===== src/rtl/dt_arbiter_anasymod_if.sv =====
// Timestep-request bus between the oscillator/analog models, run control and dt_arbiter_anasymod.
// DT_ARB_STEP_CNT_EN adds the step counter and winner-index signals.
`ifndef DT_WIDTH
`define DT_WIDTH 16
`endif

interface dt_arbiter_anasymod_if #(
  parameter int N_REQ      = 4,
  parameter int DT_WIDTH   = `DT_WIDTH,
  parameter int TIME_WIDTH = 40
);
  localparam int WIN_W = (N_REQ > 1) ? $clog2(N_REQ) : 1;

  logic [N_REQ*DT_WIDTH-1:0] __emu_dt_req;
  logic [DT_WIDTH-1:0]       __emu_dt;
  logic [TIME_WIDTH-1:0]     emu_time;
  logic [1:0]                emu_ctrl_mode;
  logic [TIME_WIDTH-1:0]     emu_ctrl_data;
  logic [2:0]                emu_state;
  logic                      emu_stopped;
`ifdef DT_ARB_STEP_CNT_EN
  logic [31:0]               emu_step_cnt;
  logic [WIN_W-1:0]          emu_req_winner;
`endif

  modport master (
    output __emu_dt_req, emu_ctrl_mode, emu_ctrl_data,
    input  __emu_dt, emu_time, emu_state, emu_stopped
`ifdef DT_ARB_STEP_CNT_EN
    , input emu_step_cnt, emu_req_winner
`endif
  );

  modport slave (
    input  __emu_dt_req, emu_ctrl_mode, emu_ctrl_data,
    output __emu_dt, emu_time, emu_state, emu_stopped
`ifdef DT_ARB_STEP_CNT_EN
    , output emu_step_cnt, emu_req_winner
`endif
  );
endinterface


===== src/rtl/dt_arbiter_anasymod.sv =====
// Global timestep arbiter: grants min(request, DT_MAX) under run control and accumulates emulation time.
// Optional DT_ARB_STEP_CNT_EN adds a saturating step counter and a registered winner index.
`ifndef DT_WIDTH
`define DT_WIDTH 16
`endif

module dt_arbiter_anasymod #(
  parameter int                  N_REQ      = 4,
  parameter int                  DT_WIDTH   = `DT_WIDTH,
  parameter int                  TIME_WIDTH = 40,
  parameter logic [DT_WIDTH-1:0] DT_MAX     = {DT_WIDTH{1'b1}}
) (
  input logic                  __emu_clk,
  input logic                  __emu_rst,
  dt_arbiter_anasymod_if.slave bus
);
  typedef enum logic [2:0] {
    ST_RUN       = 3'd0,
    ST_PAUSE     = 3'd1,
    ST_STOP_WAIT = 3'd2,
    ST_STOP_HIT  = 3'd3,
    ST_STEP_ARM  = 3'd4,
    ST_STEP_DONE = 3'd5
  } state_t;

  localparam logic [1:0] M_RUN   = 2'd0;
  localparam logic [1:0] M_PAUSE = 2'd1;
  localparam logic [1:0] M_STOP  = 2'd2;
  localparam logic [1:0] M_STEP  = 2'd3;

  state_t                state;
  logic [1:0]            prev_mode;
  logic [TIME_WIDTH-1:0] emu_time;
  logic                  stopped;

  logic [DT_WIDTH-1:0]   min_req, dt_cand, dt_stop, dt;
  logic [TIME_WIDTH-1:0] remaining;
  logic                  hit;

  always_comb begin
    min_req = bus.__emu_dt_req[DT_WIDTH-1:0];
    for (int i = 1; i < N_REQ; i++)
      if (bus.__emu_dt_req[i*DT_WIDTH +: DT_WIDTH] < min_req)
        min_req = bus.__emu_dt_req[i*DT_WIDTH +: DT_WIDTH];
    dt_cand = (min_req > DT_MAX) ? DT_MAX : min_req;
  end

  // Mode is applied in the same cycle it changes; state only refines it for stop/step handling.
  always_comb begin
    remaining = bus.emu_ctrl_data - emu_time;
    dt_stop   = '0;
    if (emu_time < bus.emu_ctrl_data)
      dt_stop = (TIME_WIDTH'(dt_cand) <= remaining) ? dt_cand : remaining[DT_WIDTH-1:0];
    dt = '0;
    if (!__emu_rst) begin
      case (bus.emu_ctrl_mode)
        M_RUN:   dt = dt_cand;
        M_PAUSE: dt = '0;
        M_STOP:  dt = (state == ST_STOP_HIT) ? '0 : dt_stop;
        default: dt = (state == ST_STEP_ARM) ? dt_cand : '0;
      endcase
    end
  end

  assign hit = ({1'b0, emu_time} + (TIME_WIDTH+1)'(dt)) >= {1'b0, bus.emu_ctrl_data};

  always_ff @(posedge __emu_clk or posedge __emu_rst) begin
    if (__emu_rst) begin
      state     <= ST_RUN;
      prev_mode <= M_RUN;
      emu_time  <= '0;
      stopped   <= 1'b0;
    end else begin
      prev_mode <= bus.emu_ctrl_mode;
      emu_time  <= emu_time + TIME_WIDTH'(dt);
      stopped   <= 1'b0;
      case (bus.emu_ctrl_mode)
        M_RUN:   state <= ST_RUN;
        M_PAUSE: state <= ST_PAUSE;
        M_STOP: begin
          state   <= hit ? ST_STOP_HIT : ST_STOP_WAIT;
          stopped <= hit;
        end
        default: begin
          // A fresh entry into single-step arms one step; it then parks until the mode changes.
          if (prev_mode != M_STEP) state <= ST_STEP_ARM;
          else                     state <= ST_STEP_DONE;
        end
      endcase
    end
  end

  assign bus.__emu_dt    = dt;
  assign bus.emu_time    = emu_time;
  assign bus.emu_state   = state;
  assign bus.emu_stopped = stopped;

`ifdef DT_ARB_STEP_CNT_EN
  localparam int WIN_W = (N_REQ > 1) ? $clog2(N_REQ) : 1;

  logic [31:0]      step_cnt;
  logic [WIN_W-1:0] winner, win_nxt;
  logic             win_hit;

  always_comb begin
    win_nxt = '0;
    win_hit = 1'b0;
    for (int i = N_REQ - 1; i >= 0; i--)
      if (bus.__emu_dt_req[i*DT_WIDTH +: DT_WIDTH] == dt) begin
        win_nxt = WIN_W'(i);
        win_hit = 1'b1;
      end
  end

  // Winner holds its last value on cycles where the grant was clamped below every request.
  always_ff @(posedge __emu_clk or posedge __emu_rst) begin
    if (__emu_rst) begin
      step_cnt <= '0;
      winner   <= '0;
    end else begin
      if (dt != '0 && step_cnt != 32'hFFFF_FFFF) step_cnt <= step_cnt + 32'd1;
      if (win_hit) winner <= win_nxt;
    end
  end

  assign bus.emu_step_cnt   = step_cnt;
  assign bus.emu_req_winner = winner;
`endif
endmodule


===== src/flat_wrapper.sv =====
// flat-port wrapper written by rule: the top's interface ports become plain ports
module dt_arbiter_anasymod_flat 
#(
  parameter int                  N_REQ      = 4,
  parameter int                  DT_WIDTH   = `DT_WIDTH,
  parameter int                  TIME_WIDTH = 40,
  parameter logic [DT_WIDTH-1:0] DT_MAX     = {DT_WIDTH{1'b1}}
)
  (__emu_clk, __emu_rst, bus___emu_dt_req, bus_emu_ctrl_mode, bus_emu_ctrl_data, bus___emu_dt, bus_emu_time, bus_emu_state, bus_emu_stopped);
  dt_arbiter_anasymod_if #(.N_REQ(N_REQ), .DT_WIDTH(DT_WIDTH), .TIME_WIDTH(TIME_WIDTH)) bus_i ();
  input logic __emu_clk;
  input logic __emu_rst;
  input wire logic [$bits(bus_i.__emu_dt_req)-1:0] bus___emu_dt_req;
  input wire logic [$bits(bus_i.emu_ctrl_mode)-1:0] bus_emu_ctrl_mode;
  input wire logic [$bits(bus_i.emu_ctrl_data)-1:0] bus_emu_ctrl_data;
  output wire logic [$bits(bus_i.__emu_dt)-1:0] bus___emu_dt;
  output wire logic [$bits(bus_i.emu_time)-1:0] bus_emu_time;
  output wire logic [$bits(bus_i.emu_state)-1:0] bus_emu_state;
  output wire logic [$bits(bus_i.emu_stopped)-1:0] bus_emu_stopped;
  assign bus_i.__emu_dt_req = bus___emu_dt_req;
  assign bus_i.emu_ctrl_mode = bus_emu_ctrl_mode;
  assign bus_i.emu_ctrl_data = bus_emu_ctrl_data;
  assign bus___emu_dt = bus_i.__emu_dt;
  assign bus_emu_time = bus_i.emu_time;
  assign bus_emu_state = bus_i.emu_state;
  assign bus_emu_stopped = bus_i.emu_stopped;
  dt_arbiter_anasymod #(.N_REQ(N_REQ), .DT_WIDTH(DT_WIDTH), .TIME_WIDTH(TIME_WIDTH), .DT_MAX(DT_MAX)) u_core (.__emu_clk(__emu_clk), .__emu_rst(__emu_rst), .bus(bus_i));
endmodule

===== config.mk =====
export PLATFORM = sky130hd
export DESIGN_NAME = dt_arbiter_anasymod_flat
export DESIGN_NICKNAME = d
export VERILOG_FILES = /design/src/rtl/dt_arbiter_anasymod_if.sv /design/src/rtl/dt_arbiter_anasymod.sv /design/src/flat_wrapper.sv
export SDC_FILE = /design/constraint.sdc
export NUM_CORES = 1
export LEC_CHECK = 0
export CORE_MARGIN = 2
export CORE_UTILIZATION = 45
export DETAILED_ROUTE_END_ITERATION = 8
export HOLD_SLACK_MARGIN = 0.02
export PLACE_DENSITY = 0.73
export SYNTH_ARGS = -nofsm -noshare
export SYNTH_HDL_FRONTEND = slang
export SYNTH_SLANG_ARGS = --single-unit

===== constraint.sdc =====
create_clock -name __emu_clk -period 29.7 [get_ports __emu_clk]
set_input_delay 4.455 -clock __emu_clk [delete_from_list [all_inputs] [get_ports __emu_clk]]
set_output_delay 4.455 -clock __emu_clk [all_outputs]
set_load 0.01 [all_outputs]

==> results.yml <==
drt:
  drc: 0
  wirelength_um: 27700
  first_iter_violations: 450
  drt_pre_antenna_iters: 5
  wl_per_cell_um: 17.7
  via_per_inst: 5.85
  route.antenna.remaining_nets: 0
  num_vias: 9146
hold_path:
  hp-class: "flip-flop to flip-flop"
synth:
  async_reset_ff_share_pct: 100
  synth_fp_nets: 1410
  ys.flop_type: "dfrtp_1"
  ys_types: 82
  synth-seq-area-share_pct: 13.0
  ys_warn_count: 0
  synth_edf_count: 0
  syn_avg_cell_area_um2: 7.74
  ys_ff_latch: 46
  synth_cells: 1144
  netlist_area_um2: 8850
floorplanning:
  die_w_um: 144
  core_area_um2: 19400
  rows: 51
  dieArea_um2: 20800
  start_util_pct: 45.6
  die_h_um: 144
  io_pins: 168
clock_network:
  htree_levels: 2
  cts_tree: "done"
  cts_hold_buf: 0
  post_cts_resized: 0
  clockBufferDepth: 2
  clk_pin_slew_ps: 70
  clk_latency_ps: 300
  cts_root_buf: "clkbuf_16"
  clkSinkCount: 46
  cts_setup_buffers: 0
  numCtsBuffers: 5
layout:
  final_common_cell: "clkdlybuf4s50_1"
  post-route-util_pct: 56.2
  mostFrequentLayoutCells: "clkdlybuf4s50_1 (167), ha_1 (156), inv_1 (154)"
  nets: 1564
  drive_above_1_share_pct: 3.85
  antenna_cells: 0
  area_growth_pct: 23.2
critical_path:
  endpoint_kind: "primary output"
  cp.required_ps: 25240
  cp_common_cell: "ha_1"
  path_max_fanout: 17
  critPathMaxStageDelay_ps: 980
  startpoint_type: "input port"
  crit_type: "input port to primary output"
  cpMaxStageDelayCell: "a21oi_2"
  worstPathArrival_ps: 16250
global_route:
  grt_pass1_vias: 9156
  grt_max_degree: 48
  grt_pass1_wl_um: 44200
  track_usage_pct: 26.4
  gr-total-overflow: 0
  antenna_found_initial: 0
pwr:
  powerDensity_nw_per_um2: 61.4
  p_leak_nw: 5.23
  vdd_drop_max_v: 0.0000391
timing:
  rsz0062_at_grt: "no"
  hold_viol_final: 0
  maxSlewViolCount: 0
  relSlewSlack_pct: 21.1
  finalCriticalPeriod_ps: 20710
  setup_violations: 0
  worst_slack_ps: 8990
  clock.fmax_mhz: 48.3
  clock_skew_ps: 4.91
  tns_ps: 0
  fin_crit_sh_pct: 69.7
  tightest_slew_ps: 1180
run_status:
  outcome: "finished clean"
placed_design:
  hpwlAfterDp_um: 22900
  place.gp.congestion: 1.01
  post-place-ws_ps: 8970
  numPortBuffers: 167
flow_run:
  maxCapViolCount: 0
==> metal layers <==
layer	routed length, µm	GRT usage [%]	vias up
met5	0	0	-
met4	834	9.15	0
met3	1540	3.77	59
li1	-	-	4533
met1	12000	31.5	4280
met2	13300	48.2	274
==> critical path: cells and delay by family <==
family	cells	cell delay, ps
buffers and inverters	3	1390
AO/OA/AOI/OAI	17	5930
multiplexers	3	1050
AND/OR/NAND/NOR	9	2260
adder cells (fa/ha/maj)	4	1150
==> sequential cells by signal, indices dropped and copies added, names as in the netlist <==
signal / count
u_core.bus.emu_state: 3
u_core.bus.emu_time: 40
u_core.bus.emu_stopped: 1
u_core.prev_mode: 2
==> cell usage after synthesis, drive strengths merged (7+ instances only) <==
| master | count | area [µm²] |
|---|---|---|
| xor2 | 10 | 87.6 |
| or2 | 7 | 43.8 |
| o21a | 16 | 120 |
| nor4 | 10 | 62.6 |
| xnor2 | 40 | 350 |
| nor2b | 14 | 87.6 |
| o311ai | 14 | 140 |
| mux2i | 44 | 440 |
| o211ai | 10 | 75.1 |
| a21boi | 7 | 52.6 |
| nor3 | 30 | 155 |
| and3 | 7 | 43.8 |
| nand4 | 39 | 256 |
| a211oi | 17 | 143 |
| o31ai | 18 | 149 |
| or3 | 10 | 67.6 |
| a31oi | 16 | 100 |
| o21ai | 56 | 284 |
| clkbuf | 15 | 56.3 |
| dfrtp | 46 | 1150 |
| nand2b | 13 | 81.3 |
| inv | 155 | 582 |
| nand2 | 78 | 293 |
| a21oi | 87 | 458 |
| buf | 12 | 81.3 |
| ha | 156 | 1950 |
| nor2 | 55 | 209 |
| nand3 | 30 | 150 |
| a2111oi | 8 | 115 |
| a21o | 49 | 368 |
==> stage by stage <==
stage | power [mW] | hold slack (ps) | instances | cell area, µm²
3_5_place_dp | 0.605 | 538 | 1556 | 10800
5_1_grt | 0.737 | 580 | 1563 | 10900
2_1_floorplan | 0.450 | 523 | 1144 | 8850
4_1_cts | 0.667 | 553 | 1563 | 10900
3_3_place_gp | 0.599 | 533 | 1556 | 10800
6_report | 0.670 | 554 | 1563 | 10900
==> power breakdown <==
| part | internal, mW | total [mW] | switching, mW |
|---|---|---|---|
| sequential | 0.0784 | 0.0966 | 0.0182 |
| clock | 0.0309 | 0.0582 | 0.0273 |
| combinational | 0.220 | 0.515 | 0.295 |
| total | 0.330 | 0.670 | 0.340 |
==> layout make-up <==
cell class / instances / area (µm²)
well taps: 265 / 332
clock buffers: 6 / 129
multi-input cells: 916 / 6980
flip-flops and latches: 46 / 1150
repair buffers: 174 / 1720
clock inverters: 1 / 7.51
fillers: 1848 / 8490
inverters: 155 / 582
==> kinds of logic after synthesis <==
| kind of cell | synth area share [%] |
|---|---|
| AO/OA/AOI/OAI | 28.2 |
| XOR/XNOR | 4.95 |
| adder cells (fa/ha/maj) | 22.5 |
| buffers and inverters | 8.13 |
| flip-flops | 13.0 |
| multiplexers | 5.36 |
| AND/OR/NAND/NOR | 17.9 |
==> final timing paths <==
path	slack [ps]	cells past startpoint	to	start
setup / recovery	8990	36	bus___emu_dt[1]	bus___emu_dt_req[17]
hold / removal	550	1	u_core.bus.emu_time[28]$_DFF_PP0_	u_core.bus.emu_time[28]$_DFF_PP0_
setup reg to reg	18680	47	u_core.bus.emu_state[0]$_DFF_PP0_	u_core.bus.emu_time[0]$_DFF_PP0_
hold reg to reg	550	1	u_core.bus.emu_time[28]$_DFF_PP0_	u_core.bus.emu_time[28]$_DFF_PP0_
max in group asynchronous	24460	3	u_core.bus.emu_time[18]$_DFF_PP0_	__emu_rst
min in group asynchronous	4800	3	u_core.bus.emu_time[4]$_DFF_PP0_	__emu_rst
No activity file was read; power rests on OpenSTA's default activity.
